File: src/rtl/uart_tx_fifo.sv
// 8N1 UART transmitter fed by a power-of-two byte FIFO.
// Bytes are pushed over valid/ready and shifted out LSB-first at CLK_FREQ_HZ/BAUD clocks per bit.
module uart_tx_fifo #(
  parameter int CLK_FREQ_HZ = 50_000_000,
  parameter int BAUD        = 115200,
  parameter int FIFO_DEPTH  = 16
) (
  input  logic                               clk,
  input  logic                               rstn,
  input  logic [7:0]                         i_data,
  input  logic                               i_valid,
  output logic                               o_ready,
  output logic                               o_tx,
  output logic                               o_busy,
  output logic [$clog2(FIFO_DEPTH+1)-1:0]    o_level
);

  localparam int DIV = CLK_FREQ_HZ / BAUD;
  localparam int CW  = (DIV > 1) ? $clog2(DIV) : 1;
  localparam int AW  = (FIFO_DEPTH > 1) ? $clog2(FIFO_DEPTH) : 1;
  localparam int LW  = $clog2(FIFO_DEPTH + 1);
  localparam logic [CW-1:0] CNT_LAST = CW'(DIV - 1);

  if (DIV < 2) begin : g_bad_div
    $error("uart_tx_fifo: CLK_FREQ_HZ/BAUD must be at least 2");
  end
  if (FIFO_DEPTH < 2 || (FIFO_DEPTH & (FIFO_DEPTH - 1)) != 0) begin : g_bad_depth
    $error("uart_tx_fifo: FIFO_DEPTH must be a power of two >= 2");
  end

  typedef enum logic [1:0] {IDLE, START, DATA, STOP} state_e;

  typedef struct packed {
    state_e          st;
    logic [CW-1:0]   cnt;
    logic [2:0]      bit_idx;
    logic [7:0]      shift;
    logic            tx;
  } tx_state_t;

  localparam tx_state_t TX_RST = '{st: IDLE, cnt: '0, bit_idx: '0, shift: '0, tx: 1'b1};

  // ---------------- FIFO ----------------
  // Pointers carry one extra wrap bit so full and empty are distinguishable.
  logic [AW:0] wr_ptr, rd_ptr;
  logic [7:0]  mem [FIFO_DEPTH];
  logic [7:0]  rd_data;
  logic        full, empty, push, pop;

  assign full    = (wr_ptr[AW] != rd_ptr[AW]) && (wr_ptr[AW-1:0] == rd_ptr[AW-1:0]);
  assign empty   = (wr_ptr == rd_ptr);
  assign push    = i_valid && !full;
  assign rd_data = mem[rd_ptr[AW-1:0]];

  always_ff @(posedge clk or negedge rstn) begin
    if (!rstn) begin
      wr_ptr <= '0;
      rd_ptr <= '0;
    end else begin
      if (push) wr_ptr <= wr_ptr + (AW+1)'(1);
      if (pop)  rd_ptr <= rd_ptr + (AW+1)'(1);
    end
  end

  always_ff @(posedge clk) begin
    if (push) mem[wr_ptr[AW-1:0]] <= i_data;
  end

  // ---------------- serializer ----------------
  tx_state_t cur, nxt;
  logic      bit_end;

  assign bit_end = (cur.cnt == CNT_LAST);

  always_ff @(posedge clk or negedge rstn) begin
    if (!rstn) cur <= TX_RST;
    else       cur <= nxt;
  end

  always_comb begin
    nxt = cur;
    pop = 1'b0;
    case (cur.st)
      IDLE: begin
        if (!empty) begin
          pop       = 1'b1;
          nxt.st    = START;
          nxt.shift = rd_data;
          nxt.cnt   = '0;
          nxt.tx    = 1'b0;
        end
      end
      START: begin
        if (bit_end) begin
          nxt.st      = DATA;
          nxt.cnt     = '0;
          nxt.bit_idx = '0;
          nxt.tx      = cur.shift[0];
        end else begin
          nxt.cnt = cur.cnt + CW'(1);
        end
      end
      DATA: begin
        if (bit_end) begin
          nxt.cnt = '0;
          if (cur.bit_idx == 3'd7) begin
            nxt.st = STOP;
            nxt.tx = 1'b1;
          end else begin
            nxt.bit_idx = cur.bit_idx + 3'd1;
            nxt.shift   = {1'b0, cur.shift[7:1]};
            nxt.tx      = cur.shift[1];
          end
        end else begin
          nxt.cnt = cur.cnt + CW'(1);
        end
      end
      STOP: begin
        if (bit_end) begin
          nxt.cnt = '0;
          // A waiting byte starts its frame with no idle gap.
          if (!empty) begin
            pop       = 1'b1;
            nxt.st    = START;
            nxt.shift = rd_data;
            nxt.tx    = 1'b0;
          end else begin
            nxt.st = IDLE;
          end
        end else begin
          nxt.cnt = cur.cnt + CW'(1);
        end
      end
      default: nxt = TX_RST;
    endcase
  end

  assign o_tx    = cur.tx;
  assign o_ready = !full;
  assign o_busy  = (cur.st != IDLE) || !empty;
  assign o_level = LW'(wr_ptr - rd_ptr);

endmodule

File: config.mk
export PLATFORM = sky130hd
export DESIGN_NAME = uart_tx_fifo
export DESIGN_NICKNAME = d
export VERILOG_FILES = /design/src/rtl/uart_tx_fifo.sv
export SDC_FILE = /design/constraint.sdc
export NUM_CORES = 1
export LEC_CHECK = 0
export CORE_ASPECT_RATIO = 1.25
export CORE_MARGIN = 8
export CORE_UTILIZATION = 54
export CTS_CLUSTER_DIAMETER = 40
export DETAILED_ROUTE_END_ITERATION = 10
export MAX_ROUTING_LAYER = met4
export PLACE_DENSITY_LB_ADDON = 0.2
export SYNTH_ARGS = -nofsm -noshare
export SYNTH_HDL_FRONTEND = slang
export SYNTH_SLANG_ARGS = --single-unit
File: constraint.sdc
create_clock -name clk -period 8.4 [get_ports clk]
set_clock_uncertainty 0.2 [all_clocks]
set_input_delay 1.68 -clock clk [delete_from_list [all_inputs] [get_ports clk]]
set_output_delay 1.68 -clock clk [all_outputs]
set_load 0.1 [all_outputs]
### Word-level counts from Yosys, hierarchy flattened

Memory sizes are Yosys's and may differ from the RTL's.
Index checks and enable logic that the tools add are counted.

* bits in registers: 33
* memory bits (writable): 128
* output and inout bits: 8
* logic and storage cells: 63
* memories kept: 1

* add/sub/neg operators: 5
* equal/unequal tests: 14
* muxes and demuxes: 23
* reduce and logical (&&, ||, !) cells: 13

Memory list
* mem: depth 16, width 8, read ports 1, clocked after memory_dff 0, wr ports 1, RTL line 46 `logic [7:0] mem [FIFO_DEPTH];`

Operators by type and width (number)
* 11-bit one-hot mux with 4 select lines: 1
* 9-bit two-way mux: 3
* 8-bit one-hot mux with 3 select lines: 1
* 11-bit two-way mux: 2
* 12-bit two-way mux: 1
* 2-bit inequality test (second input constant): 6
* 5-bit by 1-bit adder with 5-bit output (second input constant): 2
* 9-bit by 1-bit adder with 9-bit output (second input constant): 1
* 9-bit equality test (second input constant): 1
* 2-bit two-way mux: 4
* 4-bit AND reduction: 2
* 1-bit two-way mux: 7
* 3-bit one-hot mux with 2 select lines: 1
* 5-bit equality test: 1
* 5-bit AND reduction: 1
* 5-bit subtractor: 1
* 2-bit equality test (second input constant): 2
* 4-bit equality test: 1
* 1-bit one-hot mux with 4 select lines: 1
* 2-bit nonzero test: 2
* 3-bit by 1-bit adder with 3-bit output (second input constant): 1
* 3-bit equality test (second input constant): 1
* 3-bit two-way mux: 1
* 3-bit AND reduction: 1
* other kinds (8): 10

### Longest topological paths before layout

* depth in word-level cells: 6
* depth in mapped cells: 8
* gate-level depth less buffers: 7

### Worst setup path before layout

No wires, ideal clock.

* path type: flip-flop to output port
* start: register rd_ptr[1]
* end: output port o_level[4]
* arrival: 2.940 ns
* slack: 3.580 ns
* stages on the path, launching flop included: 7
* path buffers: 1
* path through: dfrtp_1 -> clkbuf_8 -> clkinv_1 -> fa_1 -> a21o_1 -> a21oi_1 -> xor2_1

* cells in the longest elaborated chain, start to end: 1

Ends and longest elaborated chain
* start, declared: RTL line 45 `logic [AW:0] wr_ptr, rd_ptr;`
* start signal, assigned: RTL line 61 `if (pop) rd_ptr <= rd_ptr + (AW+1)'(1);`
* 5-bit subtractor: RTL line 141 `assign o_level = LW'(wr_ptr - rd_ptr);`
* end, declared: RTL line 15 `output logic [$clog2(FIFO_DEPTH+1)-1:0] o_level`

No other way between the ends.

### Worst setup path in the final report

* start: register rd_ptr[1]
* end: output port o_busy

* cells in the longest elaborated chain, start to end: 3

Ends and longest elaborated chain
* 5-bit equality test: RTL line 51 `assign empty = (wr_ptr == rd_ptr);`
* 1-bit logical NOT: RTL line 140 `assign o_busy = (cur.st != IDLE) || !empty;`
* 1-bit logical OR: RTL line 140
* end, declared: RTL line 14 `output logic o_busy,`

No other way between the ends.

==> metrics list <==
- After technology mapping, the gate count stands at 460.
- Combined area of all synthesized cells: 7183 sq um
* Die Area: 17270 sq um
- Slew Limit Fails: 0
- Via/cell ratio: 5.873
* Share of post-route cells with drive strength above 1: 12.45%
- Number of buffers added to fix hold violations after cts: 0
* Total power density per cell area: 388.8 nW/um^2
- Die width: 119.2 microns
- Largest net degree at the start of global routing: 39
- In this run the clock root is driven by a sky130_fd_sc_hd__clkbuf_16.
- Yosys warning total: 0
- Highest metal layer used by the detailed router: met4
- Counting flops and latches in the post-synthesis netlist gives 161.
* Wire length after detailed routing: 14.11 mm
- 0 antenna diodes ended up in the layout.
* Main synth FF type: sky130_fd_sc_hd__edfxtp_1
- When the netlist entered floorplanning its net count stood at 489.
- In the final design database the tool counted 514 nets.
- Global routing finished with a remaining overflow of 0.
* Final HPWL DP: 9.657 mm
- The flow ran to the end, and the final reports show no timing, DRC or antenna violations.
* Skew-Pair Late Insertion Delay: 0.43 ns
* Proportion of synthesized flip-flops having asynchronous set or reset: 20.50%
- Last weighted congestion value of the routability-driven placer: 0.8743
- Clock tree synthesis inserted a total of 17 buffers.
- Core box area: 13110 sq um
- Non-filler instance count after layout: 669
- Metal-1 WL: 6.010 mm
- Clock tree from TritonCTS: yes
* Clock net sink count: 161
- In this run the worst path has a maximum fanout of 19.
- Path category of the worst min-delay check: reg -> reg
- Summed negative setup slack over all endpoints: 0 ns
- Count of buffers inserted at the top-level ports: 18
- Number of setup violations in the final report: 0
* Length of routed met3 wiring: 566 microns
* Type of the worst setup path: reg -> out
- Setup repair after global routing left no endpoint under its margin.
* Worst endpoint required time: 6.52 ns
* Standard-cell rows: 47
- The number of hold-slack violations in the final timing report came to 0.
* Kind of start point of the critical path: flop
* Actual transition at the worst max-transition pin: 0.9709 ns
- The number of global-route vias before repair was 3964.
- Before antenna repair, the detailed router went through 5 iterations.
- Largest vdd supply drop: 0.8900 mV
* Overall track demand over capacity in global routing: 17.29%
- The die is 145.0 microns tall.
- Gates resized during post-CTS repair numbered 0.
* Routed WL per cell: 21.09 microns
- The number of setup buffers added after CTS is 0.
- Leakage: 2.909 nW
- Overall power consumption after layout is estimated at 3.125 mW.
- Via total after detailed routing: 3929
- Headroom to the max-slew limit came out at 35.07%.
- H-tree depth reported by CTS: 4
* Count of flip-flops with a built-in enable after synthesis: 128
* Sequential cell area fraction in the yosys report: 65.02%
* Data arrival time of the critical path: 4.00 ns
* Initial antenna violation count: 0
- Prior to clock tree synthesis, the placed netlist has a worst setup slack of 2.976 ns.
- For the finished layout, the period the worst path requires is 5.879 ns.
* Clock transition at the register clock pins on the worst setup and hold paths after CTS: 0.06 ns
- Kind of end point of the critical path: primary output
- For this run, design rule violations remaining after detail routing come to 0.
- Cells after DPL: 637
- Syn_area_per_cell: 15.62 sq um
* Area added between synthesis and finish: 11.90%
* Starting density of the core: 54.78%
- The routed design uses 7.201 mm of met2 wire.
- On the final layout, the worst hold slack is 0.3174 ns.
- In this run, the number of DRC markers left after iteration 0 of detailed routing was 378.
* Count of unique library cells instantiated by Yosys: 64
* Highest Clock Rate: 170.1 MHz
- Number of buffers between clock root and the deepest sink: 2
- In the post-route analysis, the smallest setup slack over all paths is 2.521 ns.
* Global-route wire length before repair: 22.07 mm
* Share of the clock period used by the worst path: 69.98%
- Antenna Violating Nets Remaining: 0
- Across the run, the number of max-cap violations was 0.
* Top-level I/O count: 19
-- cell families (layout without fill, tap and decap cells) --
group / count (synthesis) / count (layout) / share of synthesized area, %
buf+inv: 37 / 75 / 3.100
xor+xnor: 14 / 14 / 1.812
fa+ha+maj: 18 / 18 / 3.240
mux: 60 / 60 / 12.42
flops: 161 / 161 / 65.02
compound gates: 74 / 74 / 7.455
simple gates: 96 / 96 / 6.950
-- path summary, 6_finish.rpt --
kind	startpoint	slack [ns]	cells after the start	end
worst max-delay path	rd_ptr[1]$_DFFE_PN0P_	2.52	6	o_busy
worst min-delay path	rd_ptr[4]$_DFFE_PN0P_	0.32	1	rd_ptr[4]$_DFFE_PN0P_
worst max register to register	rd_ptr[1]$_DFFE_PN0P_	4.35	6	mem[13][5]$_DFFE_PP_
worst min register to register	rd_ptr[4]$_DFFE_PN0P_	0.32	1	rd_ptr[4]$_DFFE_PN0P_
max in group asynchronous	rstn	6.19	2	o_tx$_DFFE_PN1P_
min in group asynchronous	rstn	1.46	2	cur[18]$_DFFE_PN0P_
-- worst max-delay path, cell delays in order, from the launching register on --
cell                              delay [ns]
sky130_fd_sc_hd__dfrtp_1                0.74
sky130_fd_sc_hd__clkinv_1               0.49
sky130_fd_sc_hd__ha_1                   0.46
sky130_fd_sc_hd__nand4_1                0.20
sky130_fd_sc_hd__nor3_2                 0.55
sky130_fd_sc_hd__inv_1                  0.13
sky130_fd_sc_hd__clkdlybuf4s50_1        1.00
-- report_power, final --
group	leakage [nW]	internal (mW)	switching (mW)	total, mW
registers	1.57	0.987	0.0857	1.07
clock network	0.268	0.413	0.317	0.730
logic	1.07	0.463	0.859	1.32
-- cells in the final DEF (no fill, tap or decap), drive strengths merged, types with 14 or more instances in the layout --
cell type / n
dfrtp: 32
clkdlybuf4s50: 18
ha: 17
clkbuf: 19
nand2: 23
nor2: 24
inv: 21
a21oi: 14
mux2i: 37
mux4: 19
edfxtp: 128
-- stage by stage --
stage	util (%)	cell area [sq um]
after global placement	57.01	7476
final	61.29	8038
after CTS	61.29	8038
after floorplan	-	7183
after global routing	61.29	8038
after detailed placement	57.01	7476
-- metal layers --
layer  GRT usage, %  up-vias
met2          27.68      101
met3          4.154       23
li1               -     1841
met1          20.39     1964
met4          7.609        0
met5              -        -
-- layout make-up --
type	instances	area [sq um]
repair buffers	25	232.7
multi-input cells	262	2290
flip-flops and latches	161	4672
clock inverters	13	128.9
inverters	18	67.56
clock buffers	19	432.9
well taps	171	214.0
fillers	963	5076
-- sequential cells by signal, indices dropped and copies added (netlist names) --
signal	flops
cur	22
wr_ptr	5
o_tx	1
rd_ptr	5
mem	128
-- cells in the mapped netlist (3+ instances only) --
master | n | area share [%]
sky130_fd_sc_hd__a211oi_1 | 6 | 0.63
sky130_fd_sc_hd__a21oi_1 | 14 | 0.98
sky130_fd_sc_hd__a22o_1 | 4 | 0.49
sky130_fd_sc_hd__a2bb2oi_1 | 5 | 0.61
sky130_fd_sc_hd__a31oi_1 | 3 | 0.26
sky130_fd_sc_hd__and2_1 | 6 | 0.52
sky130_fd_sc_hd__and3_1 | 4 | 0.35
sky130_fd_sc_hd__buf_4 | 3 | 0.31
sky130_fd_sc_hd__buf_6 | 3 | 0.47
sky130_fd_sc_hd__clkbuf_1 | 6 | 0.31
sky130_fd_sc_hd__dfrtp_1 | 32 | 11
sky130_fd_sc_hd__edfxtp_1 | 128 | 54
sky130_fd_sc_hd__ha_1 | 17 | 3.0
sky130_fd_sc_hd__inv_1 | 17 | 0.89
sky130_fd_sc_hd__mux2_2 | 4 | 0.63
sky130_fd_sc_hd__mux2i_1 | 37 | 5.2
sky130_fd_sc_hd__mux4_1 | 13 | 4.8
sky130_fd_sc_hd__mux4_2 | 6 | 1.9
sky130_fd_sc_hd__nand2_1 | 23 | 1.2
sky130_fd_sc_hd__nand3_1 | 7 | 0.49
sky130_fd_sc_hd__nand4_1 | 5 | 0.44
sky130_fd_sc_hd__nor2_1 | 24 | 1.3
sky130_fd_sc_hd__nor2b_1 | 3 | 0.26
sky130_fd_sc_hd__nor3_1 | 8 | 0.56
sky130_fd_sc_hd__o211ai_1 | 6 | 0.63
sky130_fd_sc_hd__o21ai_0 | 10 | 0.70
sky130_fd_sc_hd__o221ai_1 | 5 | 0.61
sky130_fd_sc_hd__o31ai_1 | 5 | 0.52
sky130_fd_sc_hd__xnor2_1 | 9 | 1.1
sky130_fd_sc_hd__xor2_1 | 4 | 0.49
No activity file was read; power rests on OpenSTA's default activity.
